===== src/rtl/init_hold_switch_mc_if.sv =====
// rtl/init_hold_switch_mc_if.sv - step/value bus of the initial-value hold/release switch
interface init_hold_switch_mc_if #(
  parameter int DATA_W = 36,
  parameter int N_CH   = 4,
  parameter int TIME_W = 32
);
  logic                     step_valid;
  logic [TIME_W-1:0]        sim_time;
  logic [N_CH*DATA_W-1:0]   start_val;
  logic [N_CH*DATA_W-1:0]   calc_val;
  logic                     restart;
  logic [N_CH*DATA_W-1:0]   out_val;
  logic                     out_valid;
  logic [N_CH-1:0]          released;
  logic [1:0]               state;

  modport master (
    output step_valid, sim_time, start_val, calc_val, restart,
    input  out_val, out_valid, released, state
  );

  modport slave (
    input  step_valid, sim_time, start_val, calc_val, restart,
    output out_val, out_valid, released, state
  );
endinterface


===== src/rtl/init_hold_switch_mc.sv =====
// rtl/init_hold_switch_mc.sv - multi-channel start-value hold with staggered release onto computed values
// Optional per-channel force_hold input enabled by macro INIT_HOLD_FORCE_EN.
module init_hold_switch_mc #(
  parameter int DATA_W    = 36,
  parameter int N_CH      = 4,
  parameter int TIME_W    = 32,
  parameter int T_HOLD    = 10000,
  parameter int T_STAGGER = 16
) (
  input  logic                clk,
  input  logic                rst_n,
`ifdef INIT_HOLD_FORCE_EN
  input  logic [N_CH-1:0]     force_hold,
`endif
  init_hold_switch_mc_if.slave bus
);

  localparam int W           = N_CH * DATA_W;
  localparam int CNT_W       = (T_STAGGER < 1) ? 1 : $clog2(T_STAGGER + 1);
  localparam int STAG_M1     = (T_STAGGER > 0) ? T_STAGGER - 1 : 0;
  localparam bit ALL_AT_ONCE = (T_STAGGER == 0) || (N_CH == 1);

  typedef enum logic [1:0] {
    IDLE    = 2'd0,
    HOLD    = 2'd1,
    RELEASE = 2'd2,
    RUN     = 2'd3
  } state_t;

  state_t            state_q, state_d, eval_state;
  logic [N_CH-1:0]   rel_q, rel_d, next_rel, hold_mask;
  logic [CNT_W-1:0]  cnt_q, cnt_d;
  logic [TIME_W-1:0] last_q;
  logic [W-1:0]      out_q, out_d;
  logic              out_valid_q;
  logic              rearm;

  // Released bits form a thermometer code; the next channel is the lowest clear bit.
  always_comb begin
    next_rel    = rel_q;
    next_rel[0] = 1'b1;
    for (int i = 1; i < N_CH; i++) begin
      next_rel[i] = rel_q[i] | rel_q[i-1];
    end
  end

  assign rearm = bus.restart || (bus.step_valid && (bus.sim_time < last_q));

  always_comb begin
    state_d    = state_q;
    rel_d      = rel_q;
    cnt_d      = cnt_q;
    eval_state = (state_q == IDLE) ? HOLD : state_q;
    if (rearm) begin
      state_d = HOLD;
      rel_d   = '0;
      cnt_d   = '0;
    end else if (bus.step_valid) begin
      state_d = eval_state;
      case (eval_state)
        HOLD: begin
          if (bus.sim_time > TIME_W'(T_HOLD)) begin
            cnt_d = '0;
            if (ALL_AT_ONCE) begin
              rel_d   = '1;
              state_d = RUN;
            end else begin
              rel_d   = N_CH'(1);
              state_d = RELEASE;
            end
          end
        end
        RELEASE: begin
          if (cnt_q == CNT_W'(STAG_M1)) begin
            cnt_d = '0;
            rel_d = next_rel;
            if (next_rel[N_CH-1]) begin
              state_d = RUN;
            end
          end else begin
            cnt_d = cnt_q + 1'b1;
          end
        end
        RUN: begin
          rel_d = '1;
        end
        default: begin
          state_d = HOLD;
        end
      endcase
    end
  end

  // Selection uses the released bits after this step's update.
  always_comb begin
`ifdef INIT_HOLD_FORCE_EN
    hold_mask = ~rel_d | force_hold;
`else
    hold_mask = ~rel_d;
`endif
    out_d = out_q;
    if (bus.step_valid) begin
      for (int i = 0; i < N_CH; i++) begin
        out_d[i*DATA_W +: DATA_W] = hold_mask[i] ? bus.start_val[i*DATA_W +: DATA_W]
                                                 : bus.calc_val[i*DATA_W +: DATA_W];
      end
    end
  end

  always_ff @(posedge clk or negedge rst_n) begin
    if (!rst_n) begin
      state_q     <= IDLE;
      rel_q       <= '0;
      cnt_q       <= '0;
      last_q      <= '0;
      out_q       <= '0;
      out_valid_q <= 1'b0;
    end else begin
      state_q     <= state_d;
      rel_q       <= rel_d;
      cnt_q       <= cnt_d;
      out_q       <= out_d;
      out_valid_q <= bus.step_valid;
      if (bus.step_valid) begin
        last_q <= bus.sim_time;
      end
    end
  end

  assign bus.out_val   = out_q;
  assign bus.out_valid = out_valid_q;
  assign bus.released  = rel_q;
  assign bus.state     = state_q;

endmodule


===== src/flat_wrapper.sv =====
// flat-port wrapper written by rule: the top's interface ports become plain ports
module init_hold_switch_mc_flat 
#(
  parameter int DATA_W    = 36,
  parameter int N_CH      = 4,
  parameter int TIME_W    = 32,
  parameter int T_HOLD    = 10000,
  parameter int T_STAGGER = 16
)
  (clk, rst_n, bus_step_valid, bus_sim_time, bus_start_val, bus_calc_val, bus_restart, bus_out_val, bus_out_valid, bus_released, bus_state);
  init_hold_switch_mc_if #(.DATA_W(DATA_W), .N_CH(N_CH), .TIME_W(TIME_W)) bus_i ();
  input  logic clk;
  input  logic rst_n;
  input wire logic [$bits(bus_i.step_valid)-1:0] bus_step_valid;
  input wire logic [$bits(bus_i.sim_time)-1:0] bus_sim_time;
  input wire logic [$bits(bus_i.start_val)-1:0] bus_start_val;
  input wire logic [$bits(bus_i.calc_val)-1:0] bus_calc_val;
  input wire logic [$bits(bus_i.restart)-1:0] bus_restart;
  output wire logic [$bits(bus_i.out_val)-1:0] bus_out_val;
  output wire logic [$bits(bus_i.out_valid)-1:0] bus_out_valid;
  output wire logic [$bits(bus_i.released)-1:0] bus_released;
  output wire logic [$bits(bus_i.state)-1:0] bus_state;
  assign bus_i.step_valid = bus_step_valid;
  assign bus_i.sim_time = bus_sim_time;
  assign bus_i.start_val = bus_start_val;
  assign bus_i.calc_val = bus_calc_val;
  assign bus_i.restart = bus_restart;
  assign bus_out_val = bus_i.out_val;
  assign bus_out_valid = bus_i.out_valid;
  assign bus_released = bus_i.released;
  assign bus_state = bus_i.state;
  init_hold_switch_mc #(.DATA_W(DATA_W), .N_CH(N_CH), .TIME_W(TIME_W), .T_HOLD(T_HOLD), .T_STAGGER(T_STAGGER)) u_core (.clk(clk), .rst_n(rst_n), .bus(bus_i));
endmodule

===== config.mk =====
export PLATFORM = sky130hd
export DESIGN_NAME = init_hold_switch_mc_flat
export DESIGN_NICKNAME = d
export VERILOG_FILES = /design/src/rtl/init_hold_switch_mc_if.sv /design/src/rtl/init_hold_switch_mc.sv /design/src/flat_wrapper.sv
export SDC_FILE = /design/constraint.sdc
export NUM_CORES = 1
export LEC_CHECK = 0
export CORE_AREA = 8 8 181 183
export DETAILED_ROUTE_END_ITERATION = 16
export DIE_AREA = 0 0 189 191
export MAX_ROUTING_LAYER = met4
export PLACE_DENSITY = 0.7
export SLEW_MARGIN = 20
export SYNTH_ARGS = -nofsm -noshare
export SYNTH_HDL_FRONTEND = slang
export SYNTH_SLANG_ARGS = --single-unit

===== constraint.sdc =====
create_clock -name clk -period 2.7 [get_ports clk]
set_input_delay 0.27 -clock clk [delete_from_list [all_inputs] [get_ports clk]]
set_output_delay 0.27 -clock clk [all_outputs]
set_load 0.02 [all_outputs]

# Yosys cells after proc, flatten, opt, wreduce, memory -nomap -nowiden
# Cells that the tools add are included.
word_totals:
  wordCells: 45
  inputBits: 324
  output_inout_bits: 151
  register_bits: 188
op_classes:
  eq_ne: 5
  reduce_logical: 6
  n_lt_le_gt_ge: 2
  addsub: 1
  bitwise: 4
  muxes: 21
op_table:
  columns: ["operator", "n"]
  rows:
  - ["$mux 36", 4]
  - ["$gt 32x14->1 const B", 1]
  - ["$lt 32x32->1", 1]
  - ["$mux 5", 4]
  - ["$mux 4", 4]
  - ["$mux 2", 6]
  - ["$pmux 4 s3", 1]
  - ["$pmux 5 s2", 1]
  - ["$pmux 2 s3", 1]
  - ["$add 5x1->5 const B", 1]
  - ["$eq 5x4->1 const B", 1]
  - ["$eq 2x2->1 const B", 2]
  - ["$not 4->4", 1]
  - ["$ne 3x1->1 const B", 1]
  - ["$or 1x1->1", 3]
  - ["$reduce_and 3->1", 1]
  - ["$reduce_bool 3->1", 1]
  - ["$eq 2x1->1 const B", 1]
  - ["$logic_not 2->1", 1]
  - ["$reduce_bool 2->1", 1]
  - ["$logic_and 1x1->1", 1]
  - ["$logic_or 1x1->1", 1]

# Logic depth before layout (Yosys ltp)
# Gate-level depths: netlist (run 1).
logic_depth:
  word_depth: 8
  mapped_depth: 9
  mapped_depth_nobuf: 8

# Least setup slack after synthesis (run 1)
# OpenSTA, ideal clock, no wires.
synth_timing:
  kind: "input port to flip-flop"
  start: "in bus_sim_time[15]"
  end: "reg u_core.out_q[10], in the netlist u_core.bus.out_val[10]"
  setup_time_ns: 0.125
  arrival_ns: 2.499
  setup_slack_ns: 0.076
  n_path_buf: 1
  cell_stages: 7
  t_required_ns: 2.575
  cell_sequence: "or4_1 -> or4_1 -> a31o_4 -> o31a_1 -> o21ai_4 -> buf_12 -> mux2_4"
synth_via:
  elab_chain_len: 7
  word_cells_on_any_way: 10
  cone_classes: "2 x order compare; 5 x mux; 1 x bitwise; 2 x reduce/logical"
synth_rtl:
  columns: ["element", "line", "text"]
  rows:
  - ["start: declaration", "flat_wrapper.sv:15", "input wire logic [$bits(bus_i.sim_time)-1:0] bus_sim_time;"]
  - ["$gt 32x14->1", "init_hold_switch_mc.sv:62", "if (bus.sim_time > TIME_W'(T_HOLD)) begin"]
  - ["$mux 4", "init_hold_switch_mc.sv:62", null]
  - ["$pmux 4 s3", "init_hold_switch_mc.sv:60", "case (eval_state)"]
  - ["$mux 4", "init_hold_switch_mc.sv:58", "end else if (bus.step_valid) begin"]
  - ["$mux 4 (*)", "init_hold_switch_mc.sv:54", "if (rearm) begin"]
  - ["$not 4->4 (*)", "init_hold_switch_mc.sv:99", "hold_mask = ~rel_d;"]
  - ["$mux 36 (*)", "init_hold_switch_mc.sv:104", "out_d[i*DATA_W +: DATA_W] = hold_mask[i] ? bus.start_val[i*DATA_W +: DATA_W]"]
  - ["end signal: assignment", "init_hold_switch_mc.sv:122", "out_q <= out_d;"]
  - ["end: declaration", "init_hold_switch_mc.sv:34", "logic [W-1:0] out_q, out_d;"]
# Mark *: on every way between the ends. The rest lies on a longest branch, timed or not.
# A chain may end at the register's enable or synchronous reset.

# Worst setup path in the final report (run 1)
layout_timing:
  start: "in bus_sim_time[3]"
  end: "reg u_core.out_q[31], in the netlist u_core.bus.out_val[31]"
# Same word-level chain as after synthesis.

==> impl_metrics.csv, run 1 <==
group,metric,value,unit
grt,grt_pass1_vias,8722,
setup_path,r2r_end,"u_core.bus.out_val[44]",
finish,drive_above_1_share,31.8,%
synth,synth-seq-cells,188,
drt,met1_length,14.8,mm
synth,ys_seq_area_share,47.5,%
timing,fin_ws,38.8,ps
setup_path,crit_required,3010,ps
grt,grt_overflow,0,
setup_path,worstPathArrival,2980,ps
floorplan,rows,64,
floorplan,initial_core_util,33.0,%
finish,final_common_cell,"clkdlybuf4s50_1",
timing,hold_ws,203,ps
power_and_ir_drop,clkPwrFrac,30.7,%
timing,fin_crit,2660,ps
drt,met2_length,19.1,mm
power_and_ir_drop,total_power,8640,uW
floorplan,io_pins,475,
floorplan,die_area,0.0361,sq mm
clock_tree,cts.sinks,188,
drt,postRouteAntennaNets,0,
hold_path,hp-class,"in -> reg",
clock_tree,htreeDepth,4,
placed_design,dp.cells,1658,
power_and_ir_drop,ir_worst_vdd,0.000353,V
setup_path,reg2reg_depth,10,
power_and_ir_drop,pwr-share-comb,30.9,%
floorplan,core-area,0.0300,sq mm
synth,synth_area_leader_cell,"dfrtp_1",
setup_path,rr_startpoint,"u_core.last_q[1]",
setup_path,cp-start-kind,"primary input",
grt,antenna_found_initial,3,
timing,tns,0,ps
synth,synth_ff_type,"dfrtp_1",
finish,fillers,2617,
clock_tree,max-clock-path-buffers,2,
grt,grt_pass1_wl,52.7,mm
drt,wl_met3,2.85,mm
timing,max_freq,376,MHz
flow_run,maxCapViolCount,0,
finish,areaGrowthSynthToFinish,66.5,%
setup_path,startpoint,"bus_sim_time[3]",
clock_tree,cts_made_buffers,17,
finish,most-common-layout-cells,"467 x clkdlybuf4s50_1, 259 x mux2_2, 188 x dfrtp_1",
timing,finalCritPeriodShare,98.6,%
synth,netlist_area,0.00990,sq mm
power_and_ir_drop,power_density,524,mW/mm^2
synth,synth-warning-count,0,
grt,grt_use_total,19.8,%
grt,grt_max_degree,98,
timing,slew_viol_final,0,
timing,slew_headroom,57.3,%
clock_tree,clk_latency,430,ps
timing,setup_violations,0,
placed_design,gp_congestion,0.842,
hold_path,hold_start,"bus_step_valid",
power_and_ir_drop,p_sw,2470,uW
drt,drtPass1Iterations,4,
synth,synthCells,774,
status,status,"finished clean",
synth,yosysTopAreaCellShare,47.5,%
setup_path,cp_max_fo,7,
setup_path,crit_type,"in -> reg",
timing,worst_pin_slew,641,ps
timing,hold_violations,0,
drt,num_vias,8119,
clock_tree,clk_pin_slew,70,ps
clock_tree,cts_tree,"built",
power_and_ir_drop,power.leakage,0.00693,uW
power_and_ir_drop,p_int,6170,uW
floorplan,fp.dieH,191,um
power_and_ir_drop,seqPwrFrac,38.4,%
synth,synth.avg_cell_area,12.8,sq um
finish,nNetsFinal,1656,
clock_tree,cts_root_buf,"clkbuf_16",
finish,instances_no_fill,1711,
drt,finalWirelength,37.3,mm
synth,synth_cell_type_count,38,
drt,first_iter_violations,293,
timing,clock_skew,13.7,ps
power_and_ir_drop,swShare,28.6,%
synth,syn-num-nets,1130,
synth,ys_async_sr_fraction,100,%
drt,routed.top_layer,"met4",
synth,synth_area_leaders,"dfrtp_1 48%, mux2_2 29%, mux2_4 4.5%, ha_1 4.0%, o21ai_0 2.2%",
drt,viasPerCell,4.75,
setup_path,endpoint,"u_core.bus.out_val[31]",
drt,drc,0,
drt,wl_per_cell,21.8,um
floorplan,die_w,189,um
placed_design,place_worst_setup_slack,-496,ps
setup_path,reg2reg_slack,90,ps
synth,synth_edf_count,0,
placed_design,place_hpwl,28.2,mm
placed_design,portBuffers,474,
setup_path,endpoint_kind,"flip-flop",
## synthesized netlist by cell type, drive strengths merged (4+ instances only)
| library cell | n |
|---|---|
| or4 | 4 |
| nand2 | 44 |
| nor3 | 5 |
| dfrtp | 188 |
| a31oi | 5 |
| mux2 | 289 |
| inv | 39 |
| nand2b | 4 |
| nor2 | 12 |
| clkbuf | 25 |
| nand4 | 8 |
| nor4 | 7 |
| a21oi | 20 |
| nand3 | 6 |
| ha | 32 |
| buf | 13 |
| o21ai | 50 |
## per-stage QoR
stage,instance area (sq um),utilization [%]
after global placement,15400,51.3
after CTS,16100,53.6
after global routing,16500,54.9
after detailed placement,15400,51.3
final,16500,54.9
after floorplan,9900,-
## flip-flops by register name, summed over array words and instances (netlist names)
signal and count:
u_core.bus.out_val 144, u_core.bus.state 2, u_core.last_q 32, u_core.bus.released 4, u_core.bus.out_valid 1, u_core.cnt_q 5
## cells by family after synthesis
group / count (synthesis) / synth area share (%)
adder cells (fa/ha/maj): 32 / 4.04
buffers and inverters: 77 / 4.09
AND/OR/NAND/NOR: 96 / 4.64
multiplexers: 289 / 34.0
AO/OA/AOI/OAI: 92 / 5.72
flip-flops: 188 / 47.5
## metal layers
layer	vias to the layer above	track usage, %
met5	-	-
met4	0	5.50
met3	28	6.66
met2	302	33.7
met1	3945	22.0
li1	3844	-
## worst min-delay path by stage
stage,slack [ps],cells past startpoint,to
2_1_floorplan,-30,0,u_core.bus.out_val[0]
3_3_place_gp,350,1,u_core.bus.out_val[62]
3_5_place_dp,350,1,u_core.bus.out_val[64]
4_1_cts,170,2,u_core.last_q[22]
5_1_grt,210,2,u_core.last_q[25]
6_report,200,2,u_core.last_q[22]
## worst max-delay path: stages
cell             delay, ps
clkdlybuf4s50_1        450
or4_1                  420
or4_4                  550
a31o_4                 240
o31a_1                 280
o21ai_4                130
bufbuf_16              340
mux2_4                 290
## power groups by stage
| stage | clock network [uW] | registers (uW) | logic, uW |
|---|---|---|---|
| 2_1_floorplan | 0 | 3710 | 828 |
| 5_1_grt | 2850 | 3350 | 2850 |
| 3_3_place_gp | 0 | 3350 | 2580 |
| 4_1_cts | 2750 | 3320 | 2640 |
| 3_5_place_dp | 0 | 3370 | 2610 |
| 6_report | 2660 | 3310 | 2670 |
## repair_timing
| action | CTS | global route |
|---|---|---|
| hold buffers | 1 | 0 |
| setup buffers | 2 | 6 |
| gates resized for setup | 8 | 22 |
| setup endpoints to repair | 114 | 144 |
| endpoints found under the hold margin | 65 | 0 |
| pin swaps | 4 | 5 |
| cloned | 1 | 9 |
## area by class of cell
type,instances,area (sq um),share of cell area (%)
Inverter,39,146,0.888
Tap cell,396,495,3.01
Multi-Input combinational cell,509,4930,29.9
Clock buffer,18,429,2.60
Timing Repair Buffer,545,5610,34.0
Antenna cell,3,7.51,0.0455
Clock inverter,13,164,0.994
Sequential cell,188,4700,28.5
Note: power is estimated with default switching activity, not from simulation.
==> run 2: changes to the inputs <==
--- a/config.mk
+++ b/config.mk
@@ -5,6 +5,7 @@
 export SDC_FILE = /design/constraint.sdc
 export NUM_CORES = 1
 export LEC_CHECK = 0
+export CAP_MARGIN = 20
 export CORE_AREA = 8 8 181 183
 export DETAILED_ROUTE_END_ITERATION = 16
 export DIE_AREA = 0 0 189 191
==> results of run 2 <==
Same layout as run 1: the final DEF is identical, and so are final timing and power.
